==> src/rtl/ex_muldiv_unit.sv <==
// Iterative RV32M multiply/divide unit for the execute stage (32-cycle shift-add / restoring divide).
// Define EX_MULDIV_FAST_MUL_EN to replace the iterative multiply with a single-cycle multiplier.
module ex_muldiv_unit #(
  parameter int XLEN  = 32,
  parameter int CNT_W = 5
) (
  input  logic            clk,
  input  logic            nrst,
  input  logic            start,
  input  logic [2:0]      md_op,
  input  logic [XLEN-1:0] operand1,
  input  logic [XLEN-1:0] operand2,
  input  logic            flush,
  output logic            stall,
  output logic            done,
  output logic [XLEN-1:0] result
);

  typedef enum logic [1:0] {
    IDLE = 2'd0,
    CALC = 2'd1,
    DONE = 2'd2
  } state_t;

  localparam logic [CNT_W-1:0] CNT_MAX  = {CNT_W{1'b1}};
  localparam logic [XLEN-1:0]  ALL_ONES = {XLEN{1'b1}};
  localparam logic [XLEN-1:0]  ZERO     = {XLEN{1'b0}};
  localparam logic [XLEN-1:0]  MIN_NEG  = {1'b1, {(XLEN-1){1'b0}}};

  state_t              state_r;
  state_t              state_s;
  logic [CNT_W-1:0]    count_r;
  logic [2:0]          op_r;
  logic                done_r;
  logic [XLEN-1:0]     result_r;

  logic [2*XLEN-1:0]   mcand_r;
  logic [XLEN-1:0]     mplier_r;
  logic                msig_r;
  logic [2*XLEN-1:0]   prod_r;

  logic [XLEN-1:0]     quo_r;
  logic [XLEN-1:0]     dvsr_r;
  logic [XLEN-1:0]     rem_r;
  logic                q_neg_r;
  logic                r_neg_r;

  logic                accept_s;
  logic                div_zero_s;
  logic                ovf_s;
  logic                fast_s;
  logic                a_neg_s;
  logic                b_neg_s;
  logic [XLEN-1:0]     abs1_s;
  logic [XLEN-1:0]     abs2_s;
  logic                op1_sext_s;
  logic [XLEN-1:0]     spec_res_s;
  logic                last_s;
  logic [2*XLEN-1:0]   prod_nx_s;
  logic [XLEN:0]       shifted_s;
  logic                ge_s;
  logic [XLEN-1:0]     rem_nx_s;
  logic [XLEN-1:0]     quo_nx_s;
  logic [XLEN-1:0]     calc_res_s;

  assign accept_s   = (state_r == IDLE) && start && !flush;
  assign div_zero_s = md_op[2] && (operand2 == ZERO);
  assign ovf_s      = md_op[2] && !md_op[0] && (operand1 == MIN_NEG) && (operand2 == ALL_ONES);
  assign a_neg_s    = md_op[2] && !md_op[0] && operand1[XLEN-1];
  assign b_neg_s    = md_op[2] && !md_op[0] && operand2[XLEN-1];
  assign abs1_s     = a_neg_s ? (ZERO - operand1) : operand1;
  assign abs2_s     = b_neg_s ? (ZERO - operand2) : operand2;
  assign op1_sext_s = (md_op == 3'd1) || (md_op == 3'd2);
  assign last_s     = (count_r == CNT_MAX);
  assign done       = done_r;
  assign result     = result_r;

`ifdef EX_MULDIV_FAST_MUL_EN
  logic [2*XLEN-1:0] fa_s;
  logic [2*XLEN-1:0] fb_s;
  logic [2*XLEN-1:0] fast_prod_s;
  assign fast_s      = !md_op[2];
  assign fa_s        = {{XLEN{op1_sext_s && operand1[XLEN-1]}}, operand1};
  assign fb_s        = {{XLEN{(md_op == 3'd1) && operand2[XLEN-1]}}, operand2};
  assign fast_prod_s = fa_s * fb_s;
`else
  assign fast_s = 1'b0;
`endif

  // Result for operations that complete straight from IDLE.
  always_comb begin
    spec_res_s = ZERO;
    if (div_zero_s) begin
      spec_res_s = md_op[1] ? operand1 : ALL_ONES;
    end else if (ovf_s) begin
      spec_res_s = md_op[1] ? ZERO : MIN_NEG;
    end else begin
`ifdef EX_MULDIV_FAST_MUL_EN
      spec_res_s = (md_op == 3'd0) ? fast_prod_s[XLEN-1:0] : fast_prod_s[2*XLEN-1:XLEN];
`else
      spec_res_s = ZERO;
`endif
    end
  end

  // One shift-add and one restoring-divide step; the signed multiplier's MSB carries negative weight.
  always_comb begin
    prod_nx_s = prod_r;
    if (mplier_r[0]) begin
      if (last_s && msig_r) begin
        prod_nx_s = prod_r - mcand_r;
      end else begin
        prod_nx_s = prod_r + mcand_r;
      end
    end else begin
      prod_nx_s = prod_r;
    end
    shifted_s = {rem_r, quo_r[XLEN-1]};
    ge_s      = (shifted_s >= {1'b0, dvsr_r});
    rem_nx_s  = ge_s ? (shifted_s[XLEN-1:0] - dvsr_r) : shifted_s[XLEN-1:0];
    quo_nx_s  = {quo_r[XLEN-2:0], ge_s};
  end

  // Final result selection with sign fixup, used on the last CALC edge.
  always_comb begin
    calc_res_s = ZERO;
    if (op_r[2]) begin
      if (op_r[1]) begin
        calc_res_s = r_neg_r ? (ZERO - rem_nx_s) : rem_nx_s;
      end else begin
        calc_res_s = q_neg_r ? (ZERO - quo_nx_s) : quo_nx_s;
      end
    end else begin
      calc_res_s = (op_r == 3'd0) ? prod_nx_s[XLEN-1:0] : prod_nx_s[2*XLEN-1:XLEN];
    end
  end

  // Next-state and stall decode.
  always_comb begin
    state_s = state_r;
    stall   = 1'b0;
    case (state_r)
      IDLE: begin
        stall = accept_s;
        if (accept_s) begin
          state_s = (div_zero_s || ovf_s || fast_s) ? DONE : CALC;
        end else begin
          state_s = IDLE;
        end
      end
      CALC: begin
        stall = 1'b1;
        if (flush) begin
          state_s = IDLE;
        end else if (last_s) begin
          state_s = DONE;
        end else begin
          state_s = CALC;
        end
      end
      DONE:    state_s = IDLE;
      default: state_s = IDLE;
    endcase
  end

  // State register and one-cycle done pulse.
  always_ff @(posedge clk or negedge nrst) begin
    if (!nrst) begin
      state_r <= IDLE;
      done_r  <= 1'b0;
    end else begin
      state_r <= state_s;
      done_r  <= (state_s == DONE);
    end
  end

  // Operand capture, iteration registers and result register.
  always_ff @(posedge clk or negedge nrst) begin
    if (!nrst) begin
      count_r  <= {CNT_W{1'b0}};
      op_r     <= 3'd0;
      result_r <= ZERO;
      mcand_r  <= {(2*XLEN){1'b0}};
      mplier_r <= ZERO;
      msig_r   <= 1'b0;
      prod_r   <= {(2*XLEN){1'b0}};
      quo_r    <= ZERO;
      dvsr_r   <= ZERO;
      rem_r    <= ZERO;
      q_neg_r  <= 1'b0;
      r_neg_r  <= 1'b0;
    end else begin
      case (state_r)
        IDLE: begin
          if (accept_s) begin
            op_r     <= md_op;
            count_r  <= {CNT_W{1'b0}};
            mcand_r  <= {{XLEN{op1_sext_s && operand1[XLEN-1]}}, operand1};
            mplier_r <= operand2;
            msig_r   <= (md_op == 3'd1);
            prod_r   <= {(2*XLEN){1'b0}};
            quo_r    <= abs1_s;
            dvsr_r   <= abs2_s;
            rem_r    <= ZERO;
            q_neg_r  <= a_neg_s ^ b_neg_s;
            r_neg_r  <= a_neg_s;
            if (state_s == DONE) begin
              result_r <= spec_res_s;
            end else begin
              result_r <= result_r;
            end
          end else begin
            count_r <= count_r;
          end
        end
        CALC: begin
          if (!flush) begin
            count_r  <= count_r + CNT_W'(1);
            prod_r   <= prod_nx_s;
            mcand_r  <= {mcand_r[2*XLEN-2:0], 1'b0};
            mplier_r <= {1'b0, mplier_r[XLEN-1:1]};
            rem_r    <= rem_nx_s;
            quo_r    <= quo_nx_s;
            if (last_s) begin
              result_r <= calc_res_s;
            end else begin
              result_r <= result_r;
            end
          end else begin
            count_r <= count_r;
          end
        end
        default: begin
          count_r <= count_r;
        end
      endcase
    end
  end

endmodule

==> config.mk <==
export PLATFORM = sky130hd
export DESIGN_NAME = ex_muldiv_unit
export DESIGN_NICKNAME = d
export VERILOG_FILES = /design/src/rtl/ex_muldiv_unit.sv
export SDC_FILE = /design/constraint.sdc
export NUM_CORES = 1
export LEC_CHECK = 0
export ABC_AREA = 1
export BUFFER_PORTS_ARGS = -buffer_cell sky130_fd_sc_hd__buf_2
export CORE_ASPECT_RATIO = 0.5
export CORE_MARGIN = 10
export CORE_UTILIZATION = 59
export CTS_BUF_LIST = sky130_fd_sc_hd__clkbuf_8
export CTS_CLUSTER_DIAMETER = 40
export DETAILED_ROUTE_END_ITERATION = 10
export PLACE_DENSITY = 0.88
export SKIP_CTS_REPAIR_TIMING = 1
export SYNTH_ARGS = -nofsm -noshare
export SYNTH_HDL_FRONTEND = slang
export SYNTH_SLANG_ARGS = --single-unit
==> constraint.sdc <==
create_clock -name clk -period 4 [get_ports clk]
set_input_delay 0.8 -clock clk [delete_from_list [all_inputs] [get_ports clk]]
set_output_delay 0.8 -clock clk [all_outputs]
set_load 0.02 [all_outputs]
# Word level (Yosys, flattened, before mapping)
# Index checks and enable logic that the tools add are counted.
[totals]
register_bits = 302
input_bits = 71
out_inout_bits = 34
[op_classes]
n_addsub = 8
magnitude_cmp = 1
n_eq_ne = 11
n_mux = 43
bitwise = 1
reduce_logical = 21
[ops]
columns = ["op", "count"]
rows = [
  ["$mux 32", 22],
  ["$mux 64", 6],
  ["$pmux 32 s2", 4],
  ["$pmux 64 s2", 2],
  ["$sub 1x32->32 const A", 4],
  ["$add 64x64->64", 1],
  ["$eq 32x32->1 const B", 2],
  ["$sub 64x64->64", 1],
  ["$ge 33x32->1", 1],
  ["$logic_not 32->1", 1],
  ["$sub 32x32->32", 1],
  ["$logic_and 1x1->1", 10],
  ["$mux 5", 2],
  ["$pmux 5 s2", 1],
  ["$mux 2", 4],
  ["$ne 2x2->1 const B", 3],
  ["$add 5x1->5 const B", 1],
  ["$eq 5x5->1 const B", 1],
  ["$reduce_and 5->1", 1],
  ["$pmux 2 s2", 1],
  ["$eq 3x1->1 const B", 1],
  ["$eq 3x2->1 const B", 1],
  ["$logic_not 3->1", 1],
  ["$reduce_and 3->1", 1],
  ["10 further kinds", 12],
]

# Depth between registers and ports, before layout
[logic_depth]
depth_word = 12
depth_mapped = 39
mapped_depth_nobuf = 39

# Least setup slack after synthesis
# OpenSTA, ideal clock, no wires.
[synth_timing]
path_type = "register -> register"
startpoint = "register mcand_r[0]"
endpoint = "register result_r[27] (netlist: result[27])"
setup_time_ps = 77
t_arrival_ps = 4146
required_time_ps = 3923
path_slack_ps = -223
path_stages_with_launch = 34
n_path_buf = 0
cell_sequence = "dfrtp_1 > inv_1 > ha_1 > inv_1 > nor3_2 > nand4_1 > nor3_2 > nand3_1 > nor2_1 > nand3_1 > nor2_1 > nand3_1 > nor2_2 > inv_1 > nor2_1 > a21oi_1 > xor2_1 > ha_1 > nand2_1 > nor2_1 > inv_1 > nor4_1 > nand3_1 > nand3_1 > nand2_1 > o211ai_1 > nand2_1 > nand2_1 > nand2_1 > nand3_1 > nand3_1 > a21oi_1 > nand2_1 > a21oi_1"
[synth_via]
elab_chain_len = 8
word_cells_on_any_way = 9
cone_classes = "add/sub (2); mux (7)"
[synth_lines]
columns = ["element", "line_no", "text"]
rows = [
  ["start: declaration", "37", "logic [2*XLEN-1:0] mcand_r;"],
  ["start signal: assignment", "183", "mcand_r <= {(2*XLEN){1'b0}};"],
  ["start signal: assignment", "198", "mcand_r <= {{XLEN{op1_sext_s && operand1[XLEN-1]}}, operand1};"],
  ["start signal: assignment", "220", "mcand_r <= {mcand_r[2*XLEN-2:0], 1'b0};"],
  ["$add 64x64->64 / $sub 64x64->64 (equally long branches)", "113, 111", ""],
  ["$mux 64 *", "110", "if (last_s && msig_r) begin"],
  ["$mux 64 *", "109", "if (mplier_r[0]) begin"],
  ["$mux 32 *", "134", "calc_res_s = (op_r == 3'd0) ? prod_nx_s[XLEN-1:0] : prod_nx_s[2*XLEN-1:XLEN];"],
  ["$mux 32 *", "127", "if (op_r[2]) begin"],
  ["$mux 32 *", "224", "if (last_s) begin"],
  ["$mux 32 *", "217", "if (!flush) begin"],
  ["$pmux 32 s2 *", "193", "case (state_r)"],
  ["end signal: assignment", "208", "result_r <= spec_res_s;"],
  ["end signal: assignment", "225", "result_r <= calc_res_s;"],
  ["end signal: assignment", "227", "result_r <= result_r;"],
  ["end: declaration", "35", "logic [XLEN-1:0] result_r;"],
]
# Every way passes the cells marked *; elsewhere a longest branch is shown, timed or not. The select of a mux whose other input is x is not followed.
# A chain may end at the register's enable or synchronous reset.

# Worst setup path in the final report
# Same ends and word-level chain as after synthesis.

==> impl_metrics.py <==
metrics = {
    "global_route": {
        "antenna_found_initial": 7,
        "grt_pass1_wl_mm": 161,
        "grt_max_degree": 170,
        "grt_pass1_vias": 29700,
        "overflow": 0,
        "grt_usage_pct": 36.6,
    },
    "timing": {
        "setup_viol": 75,
        "slew_violations": 0,
        "finClkSkew_ns": 0.0267,
        "fmax_mhz": 190,
        "worst_pin_slew_ns": 1.18,
        "finalHoldViolations": 0,
        "finalCritPeriodShare_pct": 132,
        "setup_slack_ns": -1.27,
        "min_period_ns": 5.27,
        "relSlewSlack_pct": 21.4,
        "rsz0062_at_grt": "true",
    },
    "worst_setup_path": {
        "worst_setup_path_start_kind": "register",
        "cp_top_family": "simple AND/OR/NAND/NOR gates",
        "cp.required_ns": 4.58,
        "cp.arrival_ns": 5.86,
        "path_max_fanout": 4,
        "path_common_cell": "nand2_1",
        "path_class": "register to register",
        "critPathMaxStageDelay_ns": 0.42,
        "cp_slowest_cell": "dfrtp_1",
        "worst-path-buf-inv": 7,
        "endpoint_kind": "register",
    },
    "route": {
        "vias": 32700,
        "dr.pass1.iters": 6,
        "routedWlPerCell_um": 19.9,
        "dr.first_iter.drc_count": 4496,
        "vias_per_cell": 5.98,
        "drtAntennaViolNets": 0,
        "drc": 0,
        "drt-total-wl_mm": 109,
    },
    "hold_path": {
        "min_path_type": "primary input to async pin",
    },
    "cts": {
        "clock-sinks": 302,
        "clockBufferDepth": 3,
        "path_clk_slew_ns": 0.07,
        "clock_latency_ns": 0.67,
        "cts-buffers-inserted": 50,
        "cts_tree": "built",
        "cts_root_buffer": "clkbuf_8",
        "cts_max_level": 2,
    },
    "synth": {
        "ys.flop_type": "dfrtp_1",
        "yosys-top-cells-area": "dfrtp_1, nand2_1, inv_1",
        "syn_nets": 4412,
        "synth_top_family_by_area": "simple AND/OR/NAND/NOR gates",
        "synthArstFlopShare_pct": 100,
        "ys.warnings.count": 0,
        "ys_types": 63,
        "synth-seq-area-share_pct": 28.2,
        "synthSimpleGateAreaFrac_pct": 31.0,
        "synth_xor_area_share_pct": 4.51,
        "yosys_register_bits": 302,
        "synthCells": 4236,
        "syn_area_per_cell_um2": 6.32,
        "synth_top_area_share_pct": 28.2,
        "synthAdderAreaFrac_pct": 4.96,
        "synth_compound_area_share_pct": 19.7,
        "synth_edf_count": 0,
        "yosysTopAreaCell": "dfrtp_1",
        "synthMuxAreaShare_pct": 0.0374,
        "netlist_area_mm2": 0.0268,
    },
    "die": {
        "die_h_um": 171,
        "ios": 105,
        "die-width_um": 321,
        "core-area_mm2": 0.0450,
        "rows": 55,
        "dieArea_mm2": 0.0548,
        "initial_core_util_pct": 59.5,
    },
    "pwr": {
        "p_seq_share_pct": 17.5,
        "p_leak_uw": 0.0177,
        "power.switching_uw": 13700,
        "pwr-share-comb_pct": 70.0,
        "internal_power_uw": 13100,
        "power_frac_clock_pct": 12.4,
        "peakVddDrop_v": 0.000530,
        "power.share.switching_pct": 51.2,
        "power_density_mw_per_mm2": 764,
    },
    "finish": {
        "seq_area_mm2": 0.00756,
        "final_cells": 5467,
        "n_fill_cell": 3408,
        "drive_above_1_share_pct": 25.3,
        "final_util_pct": 77.8,
        "multiInputGateArea_mm2": 0.0179,
        "nets": 5001,
        "areaGrowthSynthToFinish_pct": 30.8,
    },
    "placed_design": {
        "gp_congestion": 1.03,
        "hpwl_mm": 79.2,
        "place_inst": 5329,
        "port_buffers": 104,
        "pre_cts_slack_ns": -1.16,
    },
    "status": {
        "violations": "setup timing",
        "status": "complete, but fails checks",
    },
    "run": {
        "maxCapViolCount": 0,
    },
}
[per-stage QoR]
stage	TNS, ns	area, µm²	hold WS [ns]	total power (µW)
2_1_floorplan	-0.0530	26800	0.453	14200
3_3_place_gp	-40.25	31800	0.471	20900
3_5_place_dp	-48.05	31800	0.473	21200
4_1_cts	-51.31	32900	0.272	24600
5_1_grt	-75.00	35000	0.235	28500
6_report	-59.08	35000	0.112	26700
[cells in the final DEF (no fill, tap or decap), types with 19 or more instances in the layout]
cell,n
a211oi_1,28
a21oi_1,220
a21oi_2,60
a31oi_1,26
buf_2,103
buf_4,568
clkbuf_8,56
dfrtp_1,299
ha_1,81
inv_1,604
inv_2,40
nand2_1,951
nand2_2,51
nand3_1,246
nand3_2,44
nand4_1,44
nor2_1,367
nor2_2,59
nor2_4,32
nor3_1,63
o211ai_1,62
o21ai_0,343
o21ai_1,54
o21ai_2,27
o22ai_1,36
or2_2,19
xnor2_1,27
xor2_1,94
[cells in the mapped netlist, types with 44 or more instances]
library cell  count
nor3_1           69
nand2_1         990
o21ai_0         413
clkbuf_1        127
ha_1            103
o211ai_1         62
inv_1           627
dfrtp_1         302
nor2_1          433
a21oi_1         279
nand4_1          44
xor2_1          103
nand3_1         289
[worst reg2reg max path: cells and delay by family (launching register included)]
family | cells | cell delay [ns]
flip-flops | 1 | 0.42
adder cells (fa/ha/maj) | 2 | 0.46
buffers and inverters | 7 | 0.83
AO/OA/AOI/OAI | 4 | 0.67
AND/OR/NAND/NOR | 19 | 2.62
XOR/XNOR | 1 | 0.20
[per-layer routing]
layer	track usage, %	routed length (µm)
met5	0	24
met2	58.8	48100
met4	18.0	6900
met3	6.76	11800
met1	47.1	41900
[final timing paths]
| kind | slack, ns | to | start | cells past startpoint |
|---|---|---|---|---|
| max in group asynchronous | 2.80 | prod_r[54] | nrst | 2 |
| worst min-delay path | 0.11 | rem_r[6] | nrst | 1 |
| worst min register to register | 0.49 | dvsr_r[21] | dvsr_r[21] | 2 |
| min in group clk | 0.38 | state_r[0] | flush | 2 |
| worst max register to register | -1.27 | result[27] | mcand_r[0] | 33 |
| worst max-delay path | -1.27 | result[27] | mcand_r[0] | 33 |
[layout make-up]
class | count | share of cell area, %
Inverter | 640 | 6.87
Sequential cell | 302 | 21.6
Antenna cell | 5 | 0.0357
Multi-Input combinational cell | 3130 | 51.2
Clock buffer | 56 | 2.20
Tap cell | 598 | 2.14
Timing Repair Buffer | 701 | 14.9
Clock inverter | 35 | 1.08
[power groups by stage]
stage               Combinational, µW  Clock [µW]  Sequential (µW)
finish                          18700        3320             4690
global route                    20300        3460             4750
CTS                             16700        3300             4580
detailed placement              16600           0             4620
global placement                16300           0             4590
floorplan                        9840           0             4390
[flip-flops by register name (all words and copies together), names as in the netlist, 3 cells and up]
register	flops
quo_r	32
op_r	3
mplier_r	32
mcand_r	64
result	32
prod_r	64
rem_r	32
dvsr_r	32
count_r	5
[cell families after synthesis]
group,Yosys count
simple gates,1944
flops,302
xor+xnor,138
compound gates,942
fa+ha+maj,105
buf+inv,804
mux,1
No activity file was read; power rests on OpenSTA's default activity.
